`src/rtl/cpu_sequencer.sv`:
```
// Multi-cycle control sequencer for the 16-bit CPU.
// Owns the shared memory port: instruction fetch, opcode dispatch, LD/ST data
// accesses and retirement. Decoder RegWrite/NZ are gated so the register file
// and flags only update on the commit cycle.
//
// state  | meaning
// -------+----------------------------------------------------------------
// IDLE   | halted at an instruction boundary, waiting for run
// FETCH  | instruction read at PC; ir_load on mem_rdy
// DECODE | one-cycle dispatch on opcode
// EXEC   | ALU/branch/NOP commit: gated reg/flag write, PC advance, retire
// LOAD   | data read for ld
// WB     | ld commit: register write, PC advance, retire
// STORE  | data write for st; commit in the mem_rdy cycle
// ERR    | memory timeout; sticky until reset
module cpu_sequencer #(
    parameter int MEM_TIMEOUT = 15,
    parameter int CNT_W       = 16
) (
    input  logic             clk,
    input  logic             reset,
    input  logic             run,
    input  logic [4:0]       opcode,
    input  logic             dec_regwrite,
    input  logic             dec_nz,
    input  logic             mem_rdy,
    output logic             mem_req,
    output logic             mem_we,
    output logic             mem_sel,
    output logic             ir_load,
    output logic             reg_we,
    output logic             nz_we,
    output logic             pc_enable,
    output logic             bus_err,
    output logic [2:0]       state_o,
    output logic [CNT_W-1:0] retired
);

    typedef enum logic [2:0] {
        S_IDLE   = 3'b000,
        S_FETCH  = 3'b001,
        S_DECODE = 3'b010,
        S_EXEC   = 3'b011,
        S_LOAD   = 3'b100,
        S_WB     = 3'b101,
        S_STORE  = 3'b110,
        S_ERR    = 3'b111
    } state_t;

    localparam logic [4:0] OP_LD = 5'b00100;
    localparam logic [4:0] OP_ST = 5'b00101;

    state_t     state;
    state_t     state_next;
    logic [7:0] tmo_cnt;
    logic       tmo_hit;
    logic       mem_state;
    logic       retire;

    // The request has waited its last allowed cycle; mem_rdy in that cycle
    // still wins because the error branch is only taken when mem_rdy is low.
    assign tmo_hit   = (tmo_cnt == 8'(MEM_TIMEOUT - 1));
    assign mem_state = (state == S_FETCH) || (state == S_LOAD) || (state == S_STORE);
    assign state_o   = state;

    // State register, per-request wait counter and retired-instruction counter.
    always_ff @(posedge clk) begin
        if (!reset) begin
            state   <= S_IDLE;
            tmo_cnt <= 8'd0;
            retired <= '0;
        end else begin
            state <= state_next;
            // Any state change restarts the count, so each request begins at 0.
            if (state_next != state)
                tmo_cnt <= 8'd0;
            else if (mem_state && !mem_rdy)
                tmo_cnt <= tmo_cnt + 8'd1;
            if (retire)
                retired <= retired + CNT_W'(1);
        end
    end

    // Next-state and output decode; reset low forces every strobe to 0.
    always_comb begin
        state_next = state;
        mem_req    = 1'b0;
        mem_we     = 1'b0;
        mem_sel    = 1'b0;
        ir_load    = 1'b0;
        reg_we     = 1'b0;
        nz_we      = 1'b0;
        pc_enable  = 1'b0;
        bus_err    = 1'b0;
        retire     = 1'b0;
        case (state)
            S_IDLE: begin
                if (run) state_next = S_FETCH;
            end
            S_FETCH: begin
                mem_req = 1'b1;
                if (mem_rdy) begin
                    ir_load    = 1'b1;
                    state_next = S_DECODE;
                end else if (tmo_hit) begin
                    state_next = S_ERR;
                end
            end
            S_DECODE: begin
                case (opcode)
                    OP_LD:   state_next = S_LOAD;
                    OP_ST:   state_next = S_STORE;
                    default: state_next = S_EXEC;
                endcase
            end
            S_EXEC: begin
                reg_we     = dec_regwrite;
                nz_we      = dec_nz;
                pc_enable  = 1'b1;
                retire     = 1'b1;
                state_next = run ? S_FETCH : S_IDLE;
            end
            S_LOAD: begin
                mem_req = 1'b1;
                mem_sel = 1'b1;
                if (mem_rdy)      state_next = S_WB;
                else if (tmo_hit) state_next = S_ERR;
            end
            S_WB: begin
                reg_we     = 1'b1;
                pc_enable  = 1'b1;
                retire     = 1'b1;
                state_next = run ? S_FETCH : S_IDLE;
            end
            S_STORE: begin
                mem_req = 1'b1;
                mem_sel = 1'b1;
                mem_we  = 1'b1;
                if (mem_rdy) begin
                    pc_enable  = 1'b1;
                    retire     = 1'b1;
                    state_next = run ? S_FETCH : S_IDLE;
                end else if (tmo_hit) begin
                    state_next = S_ERR;
                end
            end
            S_ERR: begin
                bus_err = 1'b1;
            end
            default: state_next = S_IDLE;
        endcase
        if (!reset) begin
            mem_req   = 1'b0;
            mem_we    = 1'b0;
            mem_sel   = 1'b0;
            ir_load   = 1'b0;
            reg_we    = 1'b0;
            nz_we     = 1'b0;
            pc_enable = 1'b0;
            bus_err   = 1'b0;
        end
    end

endmodule
```
`config.mk`:
```
export PLATFORM = sky130hd
export DESIGN_NAME = cpu_sequencer
export DESIGN_NICKNAME = d
export VERILOG_FILES = /design/src/rtl/cpu_sequencer.sv
export SDC_FILE = /design/constraint.sdc
export NUM_CORES = 1
export LEC_CHECK = 0
export ABC_AREA = 1
export CORE_MARGIN = 4
export CORE_UTILIZATION = 56
export CTS_CLUSTER_DIAMETER = 200
export CTS_CLUSTER_SIZE = 40
export DETAILED_ROUTE_END_ITERATION = 8
export DONT_BUFFER_PORTS = 1
export GPL_ROUTABILITY_DRIVEN = 1
export PLACE_DENSITY = 0.84
export SYNTH_ARGS = -nofsm -noshare
export SYNTH_HDL_FRONTEND = slang
export SYNTH_SLANG_ARGS = --single-unit
```
`constraint.sdc`:
```
create_clock -name clk -period 1.4 [get_ports clk]
set_clock_uncertainty 0.15 [all_clocks]
set_input_delay 0.21 -clock clk [delete_from_list [all_inputs] [get_ports clk]]
set_output_delay 0.21 -clock clk [all_outputs]
set_load 0.005 [all_outputs]
```
==> key figures, run 1 <==
Die
  • Number of core rows: 19
  • I/O pin count: 38
  • DIE WIDTH: 62.7 um
  • Die extent in y: 62.7 um
  • Effective utilization at floorplan: 59.7%

Clock tree
  • Count of clock tree sinks: 27
  • Clock tree root driver cell: clkbuf_4
  • H-Tree Depth: 1
  • Number of buffers created by CTS: 3
  • Clock Tree Buf Depth: 2

Synth
  • Ys async rst share: 0%
  • Synthesized flop and latch total: 27
  • Top cell types by occurrence after synthesis: nand2_1, nor2_1, inv_1
  • Area share of the largest cell type after synthesis: 32.3%
  • Net count after synthesis: 265
  • Post-synthesis cell type count: 25
  • Combined area of all synthesized cells: 0.00167 mm2
  • Synthesized instance count: 251
  • Portion of the post-synthesis area used by sequential elements: 32.3%
  • Syn_area_per_cell: 6.67 um2
  • Top_reg_cell synth: dfxtp_1
  • Syn. warnings: 0
  • Leading area contributor after synthesis: dfxtp_1
  • Library cell with the highest instance count after synthesis: nand2_1
  • Number of flops mapped to enable cells by yosys: 0
  • Biggest area contributors in the synthesized netlist: dfxtp_1, nand2_1, nor2_1

STA
  • Last worst endpoint in the global-route repair_timing: tmo_cnt[2]$_SDFFE_PP0P_/D
  • Worst endpoint pin kind: register input

Placement
  • Count of buffers inserted at the top-level ports: 0
  • GP Congestion: 0.894
  • Detailed Place HPWL: 3.52 mm

Global route
  • Largest net degree at the start of global routing: 15

Outcome
  • Outcome: aborted with a tool error
  • Exit stage: global routing
  • First error line in the log: [ERROR DPL-0038] Utilization greater than 100%, impossible to legalize
cell families after synthesis:
family                     after synthesis  synth area share, %
and+or+nand+nor                        144                 41.9
AOI/OAI and AO/OA                       29                 9.49
adders and majority gates                3                 2.24
buffers and inverters                   37                 8.30
xor gates and xnor gates                11                 5.75
DFF                                     27                 32.3
repair_timing:
action                                 4_1_cts
pin swaps                                   24
gates cloned                                 1
resized for setup                           58
endpoints found under the hold margin       12
setup endpoints to repair                   33
hold buffers                                 2
setup buffers                               15
stage by stage:
step,cell area [um2],instances,hold WS (ps),worst slack (ps)
2_1_floorplan,1760,251,194,-110
3_3_place_gp,2210,336,162,-194
3_5_place_dp,2210,336,167,-243
4_1_cts,2570,358,60.7,-307
==> run 2, diff against run 1 <==
CORE_UTILIZATION = 40   (was 56)
CTS_CLUSTER_DIAMETER = not set   (was 200)
CTS_CLUSTER_SIZE = not set   (was 40)
PLACE_DENSITY = not set   (was 0.84)
PLACE_DENSITY_LB_ADDON = 0.15   (was not set)
clock period = 1.8 ns   (was 1.4 ns; I/O delays follow)
==> run 2 against run 1 <==
  * The run now ends clean
  * Area after synthesis unchanged
  * Synthesized cell count unchanged
==> key figures, run 2 <==
Setup path
  • Gate family responsible for the most delay along the worst path: simple AND/OR/NAND/NOR gates
  • Worst-case reg-to-reg path depth: 12
  • Longest individual stage delay on the worst path: 430 ps
  • R2r setup slk: 20 ps
  • Endpoint of the lowest-slack register-to-register path: retired[13]
  • Nature of the critical path endpoint: flip-flop
  • CP cell instances: nand2_4 > inv_2 > nand2_2 > nand2_2 > nor2_4 > buf_6 > nor2_4 > nand2_4 > nor3_4 > nand3_1 > nand2_1 > nor2_1
  • Buffers & Inverters on Critical Path: 2
  • Slowest stage cell on the critical path: dfxtp_4
  • Max FO, Critical Path: 6
  • Critical Setup Path Class: reg -> reg
  • Crit path required time: 1840 ps
  • Data arrival time of the worst path: 1820 ps
  • Worst r2r src: state_o[0]
  • Critical Path Start Type: flip-flop

Synth
  • Syn_area_per_cell: 6.67 um2 (unchanged)
  • Area share of the largest cell type after synthesis: 32.3% (unchanged)
  • Top cell types by occurrence after synthesis: nand2_1, nor2_1, inv_1 (unchanged)
  • Top_reg_cell synth: dfxtp_1 (unchanged)
  • Combined area of all synthesized cells: 0.00167 mm2 (unchanged)
  • Ys async rst share: 0% (unchanged)
  • Synthesized flop and latch total: 27 (unchanged)
  • Library cell with the highest instance count after synthesis: nand2_1 (unchanged)
  • Leading area contributor after synthesis: dfxtp_1 (unchanged)
  • Post-synthesis cell type count: 25 (unchanged)
  • Portion of the post-synthesis area used by sequential elements: 32.3% (unchanged)
  • Net count after synthesis: 265 (unchanged)
  • Biggest area contributors in the synthesized netlist: dfxtp_1, nand2_1, nor2_1 (unchanged)
  • Number of flops mapped to enable cells by yosys: 0 (unchanged)
  • Synthesized instance count: 251 (unchanged)
  • Syn. warnings: 0 (unchanged)

STA
  • Ratio of final minimum period to clock period: 98.9%
  • Final-report hold violation count: 0
  • Final count of negative-setup-slack endpoints: 0
  • Crit path time final: 1780 ps
  • Max transition margin: 71.5%
  • Slew @ Worst Pin: 427 ps
  • FMAX: 562 MHz
  • RSZ-0062 raised after global routing: yes
  • Count of pins over their slew limit: 0

Route
  • Post-detailed-routing wire length: 4.18 mm
  • Average wire length per cell after detail routing: 12.5 um
  • Pre-Repair DR Iteration Count: 4
  • Remaining antenna violation count: 0
  • Number of vias after detailed routing: 1636
  • Via count normalized by instance count: 4.88
  • Number of violations reported at the end of detailed-routing iteration 0: 53
  • DRC viols: 0

Placement
  • GP Congestion: 0.895 (was 0.894)
  • Count of buffers inserted at the top-level ports: 0 (unchanged)
  • Placement-stage cell area: 0.00187 mm2 (was 0.00221 mm2)
  • Detailed Place HPWL: 3.05 mm (was 3.52 mm)

Clock tree
  • Number of buffers created by CTS: 3 (unchanged)
  • Clock tree root driver cell: clkbuf_8 (was clkbuf_4)
  • Count of clock tree sinks: 27 (unchanged)
  • Clock Tree Buf Depth: 2 (unchanged)
  • Skew-Pair Late Insertion Delay: 280 ps
  • Clock transition at the registers of the reported paths: 110 ps
  • CTS tree: built
  • H-Tree Depth: 1 (unchanged)

Final layout
  • Highest-count cells in the layout ignoring fill and taps: nand2_1, nor2_1, buf_4
  • Count of antenna diodes in the layout: 0
  • Cell area after layout: 0.00211 mm2
  • Relative area change from synthesis to final layout: 25.9%
  • Biggest register: retired
  • Leading cell type in the layout, fill and taps excluded: nand2_1
  • Count of nets after finishing: 300
  • Fillers: 406
  • Flip-flop count of the largest register after layout: 16
  • Core utilization of the finished layout: 52.3%
  • Fraction of final layout cells sized beyond drive strength 1: 26.0%

Global route
  • Antenna violations before repair: 0
  • Global router's overall resource usage: 15.5%
  • Leftover overflow at the end of global routing: 0
  • Met3 usage in global routing: 4.68%
  • First-pass GRT wire length: 6.49 mm
  • Layer with the highest usage after global routing: met2
  • Via count of the first global-routing pass: 1419
  • Global routing usage on met1: 20.6%
  • Met2 routing resource usage after global routing: 23.5%
  • Largest net degree at the start of global routing: 17

Power
  • Switching power: 390 uW
  • Internal power: 876 uW
  • Power density cells: 601 mW/mm2
  • Part of the power in the clock network: 28.9%
  • Part of the power in combinational logic: 20.8%
  • Sequential Power Share: 50.3%
  • Leak: 0.930 nW
  • Worst vdd ir: 297 uV
  • Switching portion of total power: 30.8%

Die
  • I/O pin count: 38 (unchanged)
  • Die extent in y: 72.7 um (was 62.7 um)
  • Effective utilization at floorplan: 41.6% (was 59.7%)
  • Die footprint: 0.00528 mm2
  • Number of core rows: 23 (was 19)
  • Core region area: 0.00403 mm2
  • DIE WIDTH: 72.7 um (was 62.7 um)

Flow run
  • Max cap viols: 0

Outcome
  • Outcome: finished clean (was aborted with a tool error)

Min path
  • Worst Hold End: state_o[1]
  • Instance count along the most critical hold path: 3
  • Startpoint of the worst hold path: mem_rdy
  • Path class of the lowest-slack min-delay path: in -> reg
-- run 2: cell counts after synthesis --
No cell type changed its count.
-- run 2: routing by layer --
metal / part of all wire (%) / wire (um) / vias up
met4: 2.2 / 93 / 0
met2: 42 / 1770 / 36
met3: 6.6 / 274 / 8
met5: 0 / 0 / -
li1: - / - / 874
met1: 49 / 2030 / 718
-- run 2: worst register-to-register path, cell delays in order, from the launching register on --
cell and delay, ps:
dfxtp_4 430, nand2_4 70, inv_2 60, nand2_2 60
nand2_2 100, nor2_4 50, buf_6 130, nor2_4 150
nand2_4 80, nor3_4 210, nand3_1 90, nand2_1 70
nor2_1 40
-- run 2: area by class of cell --
cell class                      count  area (um2)  share of cell area (%)
Timing Repair Buffer               32         246                    11.7
Inverter                           35         141                    6.71
Tap cell                           50        62.6                    2.97
Multi-Input combinational cell    187        1060                    50.1
Clock buffer                        3        41.3                    1.96
Clock inverter                      1        7.51                   0.356
Sequential cell                    27         553                    26.2
-- run 2: power groups by stage --
stage	sequential [mW]	combinational [mW]	clock [mW]
3_3_place_gp	0.639	0.210	0
3_5_place_dp	0.639	0.207	0
5_1_grt	0.641	0.295	0.399
2_1_floorplan	0.639	0.146	0
4_1_cts	0.628	0.217	0.380
6_report	0.637	0.264	0.366
-- run 2: how the worst max path moves through the flow --
stage / start / to / slack [ps] / depth (start not counted)
floorplan: state_o[1] / retired[13] / 160 / 9
detailed placement: state_o[0] / retired[6] / 40 / 10
finish: state_o[0] / retired[13] / 20 / 12
global route: state_o[0] / retired[13] / -120 / 11
CTS: state_o[0] / retired[13] / 4 / 11
global placement: state_o[0] / retired[6] / 40 / 10
-- run 2: logic make-up after synthesis --
logic type | count (synthesis) | share of synthesized area (%)
DFF | 27 | 32.3
and+or+nand+nor | 144 | 41.9
buffers and inverters | 37 | 8.30
AOI/OAI and AO/OA | 29 | 9.49
xor gates and xnor gates | 11 | 5.75
adders and majority gates | 3 | 2.24
-- run 2: per-stage QoR --
stage	std cells	setup slack (ps)	hold WS (ps)	setup TNS [ps]	total power, mW
after global placement	318	38.4	222	0	0.849
after global routing	335	-119	67.7	-698	1.33
after detailed placement	318	36.7	226	0	0.847
after CTS	324	4.23	57.8	0	1.23
after floorplan	251	160	258	0	0.784
final	335	20.5	59.6	0	1.27
-- run 2: repair_timing --
| item | CTS | global route |
|---|---|---|
| setup endpoints to repair | 2 | 14 |
| endpoints found under the hold margin | 11 | 0 |
| resized for setup | 5 | 27 |
| setup buffers | 1 | 11 |
| pin swaps | 1 | 9 |
| hold buffers | 1 | 0 |
No activity file was read; power rests on OpenSTA's default activity.
==> run 3, diff against run 2 <==
HOLD_SLACK_MARGIN = 0.03   (was not set)
==> results of run 3 <==
The final DEF is identical to that of run 2; final timing and power are the same.
